### config.mk
export PLATFORM = sky130hd
export DESIGN_NAME = bus_arbiter
export DESIGN_NICKNAME = d
export VERILOG_FILES = /design/src/rtl/bus_pkg.sv /design/src/rtl/bus_req_buffer.sv /design/src/rtl/bus_arbiter.sv
export SDC_FILE = /design/constraint.sdc
export NUM_CORES = 1
export LEC_CHECK = 0
export ABC_CLOCK_PERIOD_IN_PS = 13300
export CORE_MARGIN = 4
export CORE_UTILIZATION = 52
export DETAILED_ROUTE_END_ITERATION = 7
export GPL_TIMING_DRIVEN = 0
export PLACE_DENSITY = 0.9
export SLEW_MARGIN = 20
export SYNTH_ARGS = -nofsm -noshare
export SYNTH_HDL_FRONTEND = slang
export SYNTH_HIERARCHICAL = 1
export SYNTH_SLANG_ARGS = --single-unit
export TNS_END_PERCENT = 50
### constraint.sdc
create_clock -name i_clk -period 13.3 [get_ports i_clk]
set_clock_uncertainty 0.1 [all_clocks]
set_input_delay 1.995 -clock i_clk [delete_from_list [all_inputs] [get_ports i_clk]]
set_output_delay 1.995 -clock i_clk [all_outputs]
set_load 0.1 [all_outputs]
### src/rtl/bus_pkg.sv
// Shared constants for the two-master bus arbiter: FSM state codes,
// field widths, the timeout response pattern and master IDs.
package bus_pkg;

    localparam int BHW_W = 3;

    localparam logic [31:0] BUS_TIMEOUT_DATA = 32'hDEADBEEF;

    localparam logic M_CPU = 1'b0;
    localparam logic M_AUX = 1'b1;

    localparam logic [1:0] ST_IDLE  = 2'd0;
    localparam logic [1:0] ST_ISSUE = 2'd1;
    localparam logic [1:0] ST_WAIT  = 2'd2;
    localparam logic [1:0] ST_RESP  = 2'd3;

endpackage

### src/rtl/bus_req_buffer.sv
// One-entry request capture register for a single bus master. Holds the
// request until the arbiter has answered it and flags any request that
// arrives while the slot is occupied.
module bus_req_buffer
    import bus_pkg::*;
(
    input  logic             clk,
    input  logic             rst,
    input  logic             req_valid,
    input  logic [31:0]      req_data,
    input  logic [31:0]      req_address,
    input  logic [BHW_W-1:0] req_bhw,
    input  logic             req_write_notread,
    input  logic             clear,
    output logic             pending,
    output logic [31:0]      data,
    output logic [31:0]      address,
    output logic [BHW_W-1:0] bhw,
    output logic             write_notread,
    output logic             drop
);

    // Pending flag: set by a request into an empty slot, cleared once answered.
    always_ff @(posedge clk or posedge rst) begin
        if (rst) begin
            pending <= 1'b0;
        end else if (clear) begin
            pending <= 1'b0;
        end else if (req_valid && !pending) begin
            pending <= 1'b1;
        end
    end

    // Request fields are latched only when the slot is free, so a dropped
    // request never disturbs the one already waiting.
    always_ff @(posedge clk or posedge rst) begin
        if (rst) begin
            data          <= '0;
            address       <= '0;
            bhw           <= '0;
            write_notread <= 1'b0;
        end else if (req_valid && !pending) begin
            data          <= req_data;
            address       <= req_address;
            bhw           <= req_bhw;
            write_notread <= req_write_notread;
        end
    end

    // One-cycle drop pulse, one cycle after a request hits an occupied slot.
    always_ff @(posedge clk or posedge rst) begin
        if (rst) begin
            drop <= 1'b0;
        end else begin
            drop <= req_valid && pending;
        end
    end

endmodule

### src/rtl/bus_arbiter.sv
// Two-master round-robin arbiter in front of memory_top. One transaction is
// outstanding at a time; responses are routed back to the granted master and
// a dead slave is cut off after TIMEOUT wait cycles.
module bus_arbiter
    import bus_pkg::*;
#(
    parameter int TIMEOUT = 256
) (
    input  logic             i_clk,
    input  logic             i_rst,
    input  logic [31:0]      i_m0_data,
    input  logic [31:0]      i_m0_address,
    input  logic             i_m0_DV,
    input  logic [BHW_W-1:0] i_m0_bhw,
    input  logic             i_m0_write_notread,
    input  logic [31:0]      i_m1_data,
    input  logic [31:0]      i_m1_address,
    input  logic             i_m1_DV,
    input  logic [BHW_W-1:0] i_m1_bhw,
    input  logic             i_m1_write_notread,
    output logic [31:0]      o_m0_data,
    output logic             o_m0_DV,
    output logic             o_m0_err,
    output logic [31:0]      o_m1_data,
    output logic             o_m1_DV,
    output logic             o_m1_err,
    output logic [31:0]      o_bus_data,
    output logic [31:0]      o_bus_address,
    output logic             o_bus_DV,
    output logic [BHW_W-1:0] o_bhw,
    output logic             o_write_notread,
    input  logic [31:0]      i_bus_data,
    input  logic             i_bus_DV,
    output logic             o_owner,
    output logic             o_busy
);

    localparam int CNT_W = (TIMEOUT > 2) ? $clog2(TIMEOUT) : 1;
    localparam logic [CNT_W-1:0] CNT_LAST = CNT_W'(TIMEOUT - 1);

    logic [1:0]       state;
    logic [CNT_W-1:0] wait_cnt;
    logic             resp_err;

    logic             m0_pending, m1_pending;
    logic [31:0]      m0_buf_data, m0_buf_address, m1_buf_data, m1_buf_address;
    logic [BHW_W-1:0] m0_buf_bhw, m1_buf_bhw;
    logic             m0_buf_wnr, m1_buf_wnr;
    logic             m0_drop, m1_drop;
    logic             m0_clear, m1_clear;
    logic             grant_m1;

    assign m0_clear = (state == ST_RESP) && (o_owner == M_CPU);
    assign m1_clear = (state == ST_RESP) && (o_owner == M_AUX);

    bus_req_buffer u_m0_buf (
        .clk               (i_clk),
        .rst               (i_rst),
        .req_valid         (i_m0_DV),
        .req_data          (i_m0_data),
        .req_address       (i_m0_address),
        .req_bhw           (i_m0_bhw),
        .req_write_notread (i_m0_write_notread),
        .clear             (m0_clear),
        .pending           (m0_pending),
        .data              (m0_buf_data),
        .address           (m0_buf_address),
        .bhw               (m0_buf_bhw),
        .write_notread     (m0_buf_wnr),
        .drop              (m0_drop)
    );

    bus_req_buffer u_m1_buf (
        .clk               (i_clk),
        .rst               (i_rst),
        .req_valid         (i_m1_DV),
        .req_data          (i_m1_data),
        .req_address       (i_m1_address),
        .req_bhw           (i_m1_bhw),
        .req_write_notread (i_m1_write_notread),
        .clear             (m1_clear),
        .pending           (m1_pending),
        .data              (m1_buf_data),
        .address           (m1_buf_address),
        .bhw               (m1_buf_bhw),
        .write_notread     (m1_buf_wnr),
        .drop              (m1_drop)
    );

    // Round-robin pick: a lone requester wins, a tie goes to the master
    // that did not hold the bus last.
    always_comb begin
        grant_m1 = m1_pending && (!m0_pending || (o_owner == M_CPU));
    end

    // Transaction FSM: grant, issue one strobe, wait for the slave or the
    // timeout, then answer the owning master.
    always_ff @(posedge i_clk or posedge i_rst) begin
        if (i_rst) begin
            state           <= ST_IDLE;
            wait_cnt        <= '0;
            resp_err        <= 1'b0;
            o_owner         <= M_AUX;
            o_bus_data      <= '0;
            o_bus_address   <= '0;
            o_bhw           <= '0;
            o_write_notread <= 1'b0;
            o_m0_data       <= '0;
            o_m1_data       <= '0;
        end else begin
            case (state)
                ST_IDLE: begin
                    if (m0_pending || m1_pending) begin
                        state <= ST_ISSUE;
                        if (grant_m1) begin
                            o_owner         <= M_AUX;
                            o_bus_data      <= m1_buf_data;
                            o_bus_address   <= m1_buf_address;
                            o_bhw           <= m1_buf_bhw;
                            o_write_notread <= m1_buf_wnr;
                        end else begin
                            o_owner         <= M_CPU;
                            o_bus_data      <= m0_buf_data;
                            o_bus_address   <= m0_buf_address;
                            o_bhw           <= m0_buf_bhw;
                            o_write_notread <= m0_buf_wnr;
                        end
                    end
                end
                ST_ISSUE: begin
                    wait_cnt <= '0;
                    state    <= ST_WAIT;
                end
                ST_WAIT: begin
                    if (i_bus_DV || (wait_cnt == CNT_LAST)) begin
                        state    <= ST_RESP;
                        resp_err <= !i_bus_DV;
                        if (o_owner == M_CPU) begin
                            o_m0_data <= i_bus_DV ? i_bus_data : BUS_TIMEOUT_DATA;
                        end else begin
                            o_m1_data <= i_bus_DV ? i_bus_data : BUS_TIMEOUT_DATA;
                        end
                    end else begin
                        wait_cnt <= wait_cnt + CNT_W'(1);
                    end
                end
                default: begin
                    resp_err <= 1'b0;
                    state    <= ST_IDLE;
                end
            endcase
        end
    end

    // Strobes and flags decoded straight from the registered state.
    always_comb begin
        o_bus_DV = (state == ST_ISSUE);
        o_busy   = (state != ST_IDLE);
        o_m0_DV  = m0_clear;
        o_m1_DV  = m1_clear;
        o_m0_err = (m0_clear && resp_err) || m0_drop;
        o_m1_err = (m1_clear && resp_err) || m1_drop;
    end

endmodule

======== After elaboration in Yosys (flattened, before gate mapping) ========
Index checks and enable logic that the tools add are counted.
cells by class
  reduce and logical (&&, ||, !) cells .... 29
  shift operators ......................... 0
  magnitude comparators ................... 0
  bitwise logic cells ..................... 2
  muxes and demuxes ....................... 17
  multipliers ............................. 0
  div/mod/pow operators ................... 0
  equal/unequal tests ..................... 7
  add/subtract/negate cells ............... 1
operators by type and width
  operator               number
  $mux W32               3
  $pmux W8 S2            1
  $logic_and A1 B1 Y1    9
  $add A8 B1 Y8 const B  1
  $eq A8 B8 Y1 const B   1
  $mux W8                1
  $reduce_and A2 Y1      4
  $reduce_bool A2 Y1     4
  $mux W1                7
  $ne A2 B2 Y1 const B   3
  $pmux W2 S3            1
  $reduce_and A3 Y1      2
  $logic_or A1 B1 Y1     5
  $eq A2 B2 Y1 const B   2
  $mux W2                2
  $logic_not A1 Y1       3
  $mux W3                1
  $eq A2 B1 Y1 const B   1
  $logic_not A2 Y1       1
  $not A1 Y1             2
  $pmux W1 S2            1
  $reduce_or A2 Y1       1
word-level totals
  register bits ........................... 284
  latch bits .............................. 0
  bits in read-only memories .............. 0
  memory bits (writable) .................. 0
  input bits .............................. 173
  memories ................................ 0
  word-level logic and storage cells ...... 78

======== Longest topological paths before layout ========
  word-level depth ........................ 4
  mapped depth ............................ 8
  mapped depth without buffers ............ 6

======== Modules after synthesis ========
The synthesis kept the hierarchy.
by module, submodules not included
  module          area an instance (um2)  sequential area each (um2)  times used  cells an instance
  bus_arbiter     6140.9                  3604.7                      1           526
  bus_req_buffer  2708.8                  1751.7                      2           151

======== Worst setup path after synthesis ========
OpenSTA, ideal clock, no wires.
  path type ............................... reg2out
  start point ............................. reg o_owner
  end point ............................... out o_m0_err
  cell stages (with the launch flop) ...... 3
  data arrival time ....................... 2218 ps
  path slack .............................. 8987 ps
  buffers on the path ..................... 1
  path through ............................ dfstp_2 buf_2 o21bai_1
on the way
  cells in the longest elaborated chain, start to end .. 4
RTL lines
  element                   RTL line            text
  start: declaration        bus_arbiter.sv:34   output logic o_owner,
  start signal: assignment  bus_arbiter.sv:103  o_owner <= M_AUX;
  start signal: assignment  bus_arbiter.sv:116  o_owner <= M_AUX;
  start signal: assignment  bus_arbiter.sv:122  o_owner <= M_CPU;
  $not A1 Y1                --
  $logic_and A1 B1 Y1       bus_arbiter.sv:53   assign m0_clear = (state == ST_RESP) && (o_owner == M_CPU);
  $logic_and A1 B1 Y1       bus_arbiter.sv:161  o_m0_err = (m0_clear && resp_err) || m0_drop;
  $logic_or A1 B1 Y1        bus_arbiter.sv:161
  end: declaration          bus_arbiter.sv:23   output logic o_m0_err,
No other way between the ends.

======== Worst setup path after layout ========
  start point ............................. reg o_owner
  end point ............................... out o_m1_DV
on the way
  cells in the longest elaborated chain, start to end .. 1
RTL lines
  element              RTL line           text
  $logic_and A1 B1 Y1  bus_arbiter.sv:54  assign m1_clear = (state == ST_RESP) && (o_owner == M_AUX);
  end: declaration     bus_arbiter.sv:25  output logic o_m1_DV,
No other way between the ends.

==> metrics.yaml <==
global_routing:
  grt_pass1_vias: 8886
  grt_max_degree: 100
  grt_use_total: 0.260
  grt_util_met3: 0.0685
  grt_pass1_wl_um: 49800
  grt_overflow_total: 0
  met2_usage: 0.454
  globalRouteMet1Util: 0.316
  grt.busiest_layer: "met2"
  antenna_found_initial: 0
placement:
  port_buffers: 311
  place_inst: 1422
  hpwl_um: 22800
  placed_area_um2: 15100
  place.gp.congestion: 0.879
timing:
  drv_slew: 0
  final.min_clock_period_ps: 4780
  rsz0062_at_grt: "false"
  setup_tns_ps: 0
  worst_slew_margin_rel: 0.266
  max_freq_mhz: 209
  fin_crit_sh: 0.359
  setup_viol: 0
  final_hold_viol_count: 0
  worst_pin_slew_ps: 1100
critical_path:
  crit_type: "flop to primary output"
  startpoint: "o_owner$_DFFE_PP1P_"
  slowest_stage: "clkdlybuf4s50_1"
  crit_arrival_ps: 2680
  critPathTopFamily: "buffers and inverters"
  reg2reg_from: "state[0]$_DFFE_PP0P_"
  required_ps: 11200
  end_kind: "primary output"
  cpPeakStageDelay_ps: 1160
  worstPathCellList: "buf_2 -> and2_1 -> clkdlybuf4s50_1"
  crit_buf_inv: 2
  cp_max_fo: 10
  worst_setup_path_start_kind: "flop"
hold_path:
  holdCritPathClass: "flop to flop"
  hp-start: "o_bhw[0]$_DFFE_PP0P_"
final_layout:
  nets: 1350
  multi_input_area_um2: 4010
  nFillCells: 1326
  drive_gt1_frac: 0.200
  final_area_um2: 16100
  final_cell_count_no_fill: 1477
  areaGrowthSynthToFinish_pct: 39.7
  regArea_um2: 7110
cts:
  cts-buffers-inserted: 28
  cts_buffer_depth: 3
  cts.hold.buffers_added: 0
  h-tree-depth: 1
  clock_latency_ps: 540
  cts_resized: 0
  cts-root-buf: "clkbuf_16"
  clk_pin_slew_worst_paths_ps: 70
  cts_setup_buffers: 0
  clock-sinks: 284
  cts_tree: "yes"
routing:
  wl_per_cell_um: 22.4
  detail-route-antenna-nets: 0
  num_vias: 8331
  routed_wl_um: 33100
  drc: 0
  drtIter0Drc: 482
  routed_via_density: 5.64
  dr.pass1.iters: 4
synthesis:
  syn_inst: 828
  syn_nets: 1006
  synthFlopType: "dfrtp_1"
  ys_ff_latch: 284
  yosysSeqAreaShare: 0.615
  synth.top_cell.area_share: 0.613
  synth.distinct_cells: 40
  avgSynthCellArea_um2: 14.0
  ys_warn_count: 6
  netlist.top_cell.by_area: "dfrtp_1"
  synthTopCellsByCount: "dfrtp_1, mux2_2, nand2_1, o21ai_0, mux2i_1"
  synthMostInstantiatedCell: "dfrtp_1"
  synth-edff-count: 0
  synthTopCellsByArea: "dfrtp_1, mux2_2, mux2i_1"
  syn_area_um2: 11600
  async_flop_share: 1.00
floorplanning:
  initial_core_util: 0.530
  coreArea_um2: 21800
  die_h_um: 157
  pin_count: 312
  fp.dieW_um: 157
  num_rows: 54
  die_area_um2: 24700
job:
  drv_cap: 0
run_status:
  outcome: "complete, no violations"
[worst reg2reg max path: cells and delay by family (launching register included)]
family                   cells  cell delay (ps)
AND/OR/NAND/NOR              1              140
flip-flops                   1              390
buffers and inverters        4             1000
adder cells (fa/ha/maj)      1              190
AO/OA/AOI/OAI                2              700
[placed cells by master, fill, tap and decap left out, drive strengths merged, types with 3 or more instances in the layout]
| cell | synthesis | final |
|---|---|---|
| ha | 5 | 5 |
| nor2b | 3 | 3 |
| and3 | 5 | 5 |
| inv | 10 | 11 |
| a31oi | 7 | 7 |
| clkinv | 0 | 6 |
| diode | 0 | 3 |
| clkdlybuf4s50 | 0 | 311 |
| bufinv | 0 | 5 |
| nor2 | 8 | 8 |
| nand2 | 77 | 77 |
| a21oi | 7 | 7 |
| clkbuf | 17 | 56 |
| buf | 37 | 40 |
| and2 | 4 | 4 |
| mux2 | 137 | 137 |
| nand3 | 10 | 10 |
| mux2i | 68 | 68 |
| dfrtp | 283 | 283 |
| a22o | 16 | 16 |
| o22a | 49 | 49 |
| o21ai | 70 | 70 |
[kinds of logic (layout without fill, tap and decap cells)]
family / after synthesis / after routing / share of synthesized area
buffers and inverters: 64 / 430 / 0.0379
multiplexers: 205 / 205 / 0.205
AND/OR/NAND/NOR: 113 / 113 / 0.0435
AO/OA/AOI/OAI: 157 / 157 / 0.0929
other: 0 / 3 / 0
flip-flops: 284 / 284 / 0.615
adder cells (fa/ha/maj): 5 / 5 / 0.00541
[metal layers]
| metal | vias up | routed length [um] |
|---|---|---|
| li1 | 3657 | - |
| met1 | 4226 | 12700 |
| met2 | 380 | 16500 |
| met3 | 68 | 2850 |
| met4 | 0 | 1030 |
| met5 | - | 0 |
[registers in the layout, indices dropped and copies added, names as in the netlist, 2 cells and up]
register and count:
o_bus_address 32, o_bus_data 32, o_m0_data 32, o_m1_data 32
u_m0_buf/address 32, u_m0_buf/data 32, u_m1_buf/address 32, u_m1_buf/data 32
wait_cnt 8, o_bhw 3, u_m0_buf/bhw 3, u_m1_buf/bhw 3
state 2
[worst paths after layout]
kind | end | slack [ps] | cells after the start
max | o_m1_DV | 8520 | 3
min | o_bhw[0]$_DFFE_PP0P_ | 380 | 2
max reg2reg | o_bus_address[15]$_DFFE_PP0P_ | 10710 | 8
min reg2reg | o_bhw[0]$_DFFE_PP0P_ | 380 | 2
max in group asynchronous | o_owner$_DFFE_PP1P_ | 10350 | 3
min in group asynchronous | o_bus_address[19]$_DFFE_PP0P_ | 1930 | 2
[layout make-up]
class / instances / share of cell area
Tap cell: 280 / 0.0217
Timing Repair Buffer: 314 / 0.197
Multi-Input combinational cell: 480 / 0.249
Buffer: 54 / 0.0248
Inverter: 10 / 0.00310
Sequential cell: 284 / 0.440
Clock buffer: 39 / 0.0509
Antenna cell: 3 / 0.000465
Clock inverter: 13 / 0.0129
[through the flow]
stage | hold WS (ps) | worst slack [ps] | util
after floorplan | 343 | 7340 | -
after global placement | 359 | 5180 | 0.688
after detailed placement | 370 | 9070 | 0.692
after CTS | 382 | 8500 | 0.740
after global routing | 395 | 8430 | 0.740
final | 377 | 8520 | 0.740
Power is not shown: default switching activity piles up to over one toggle a cycle in this logic, so the estimate is an artifact.
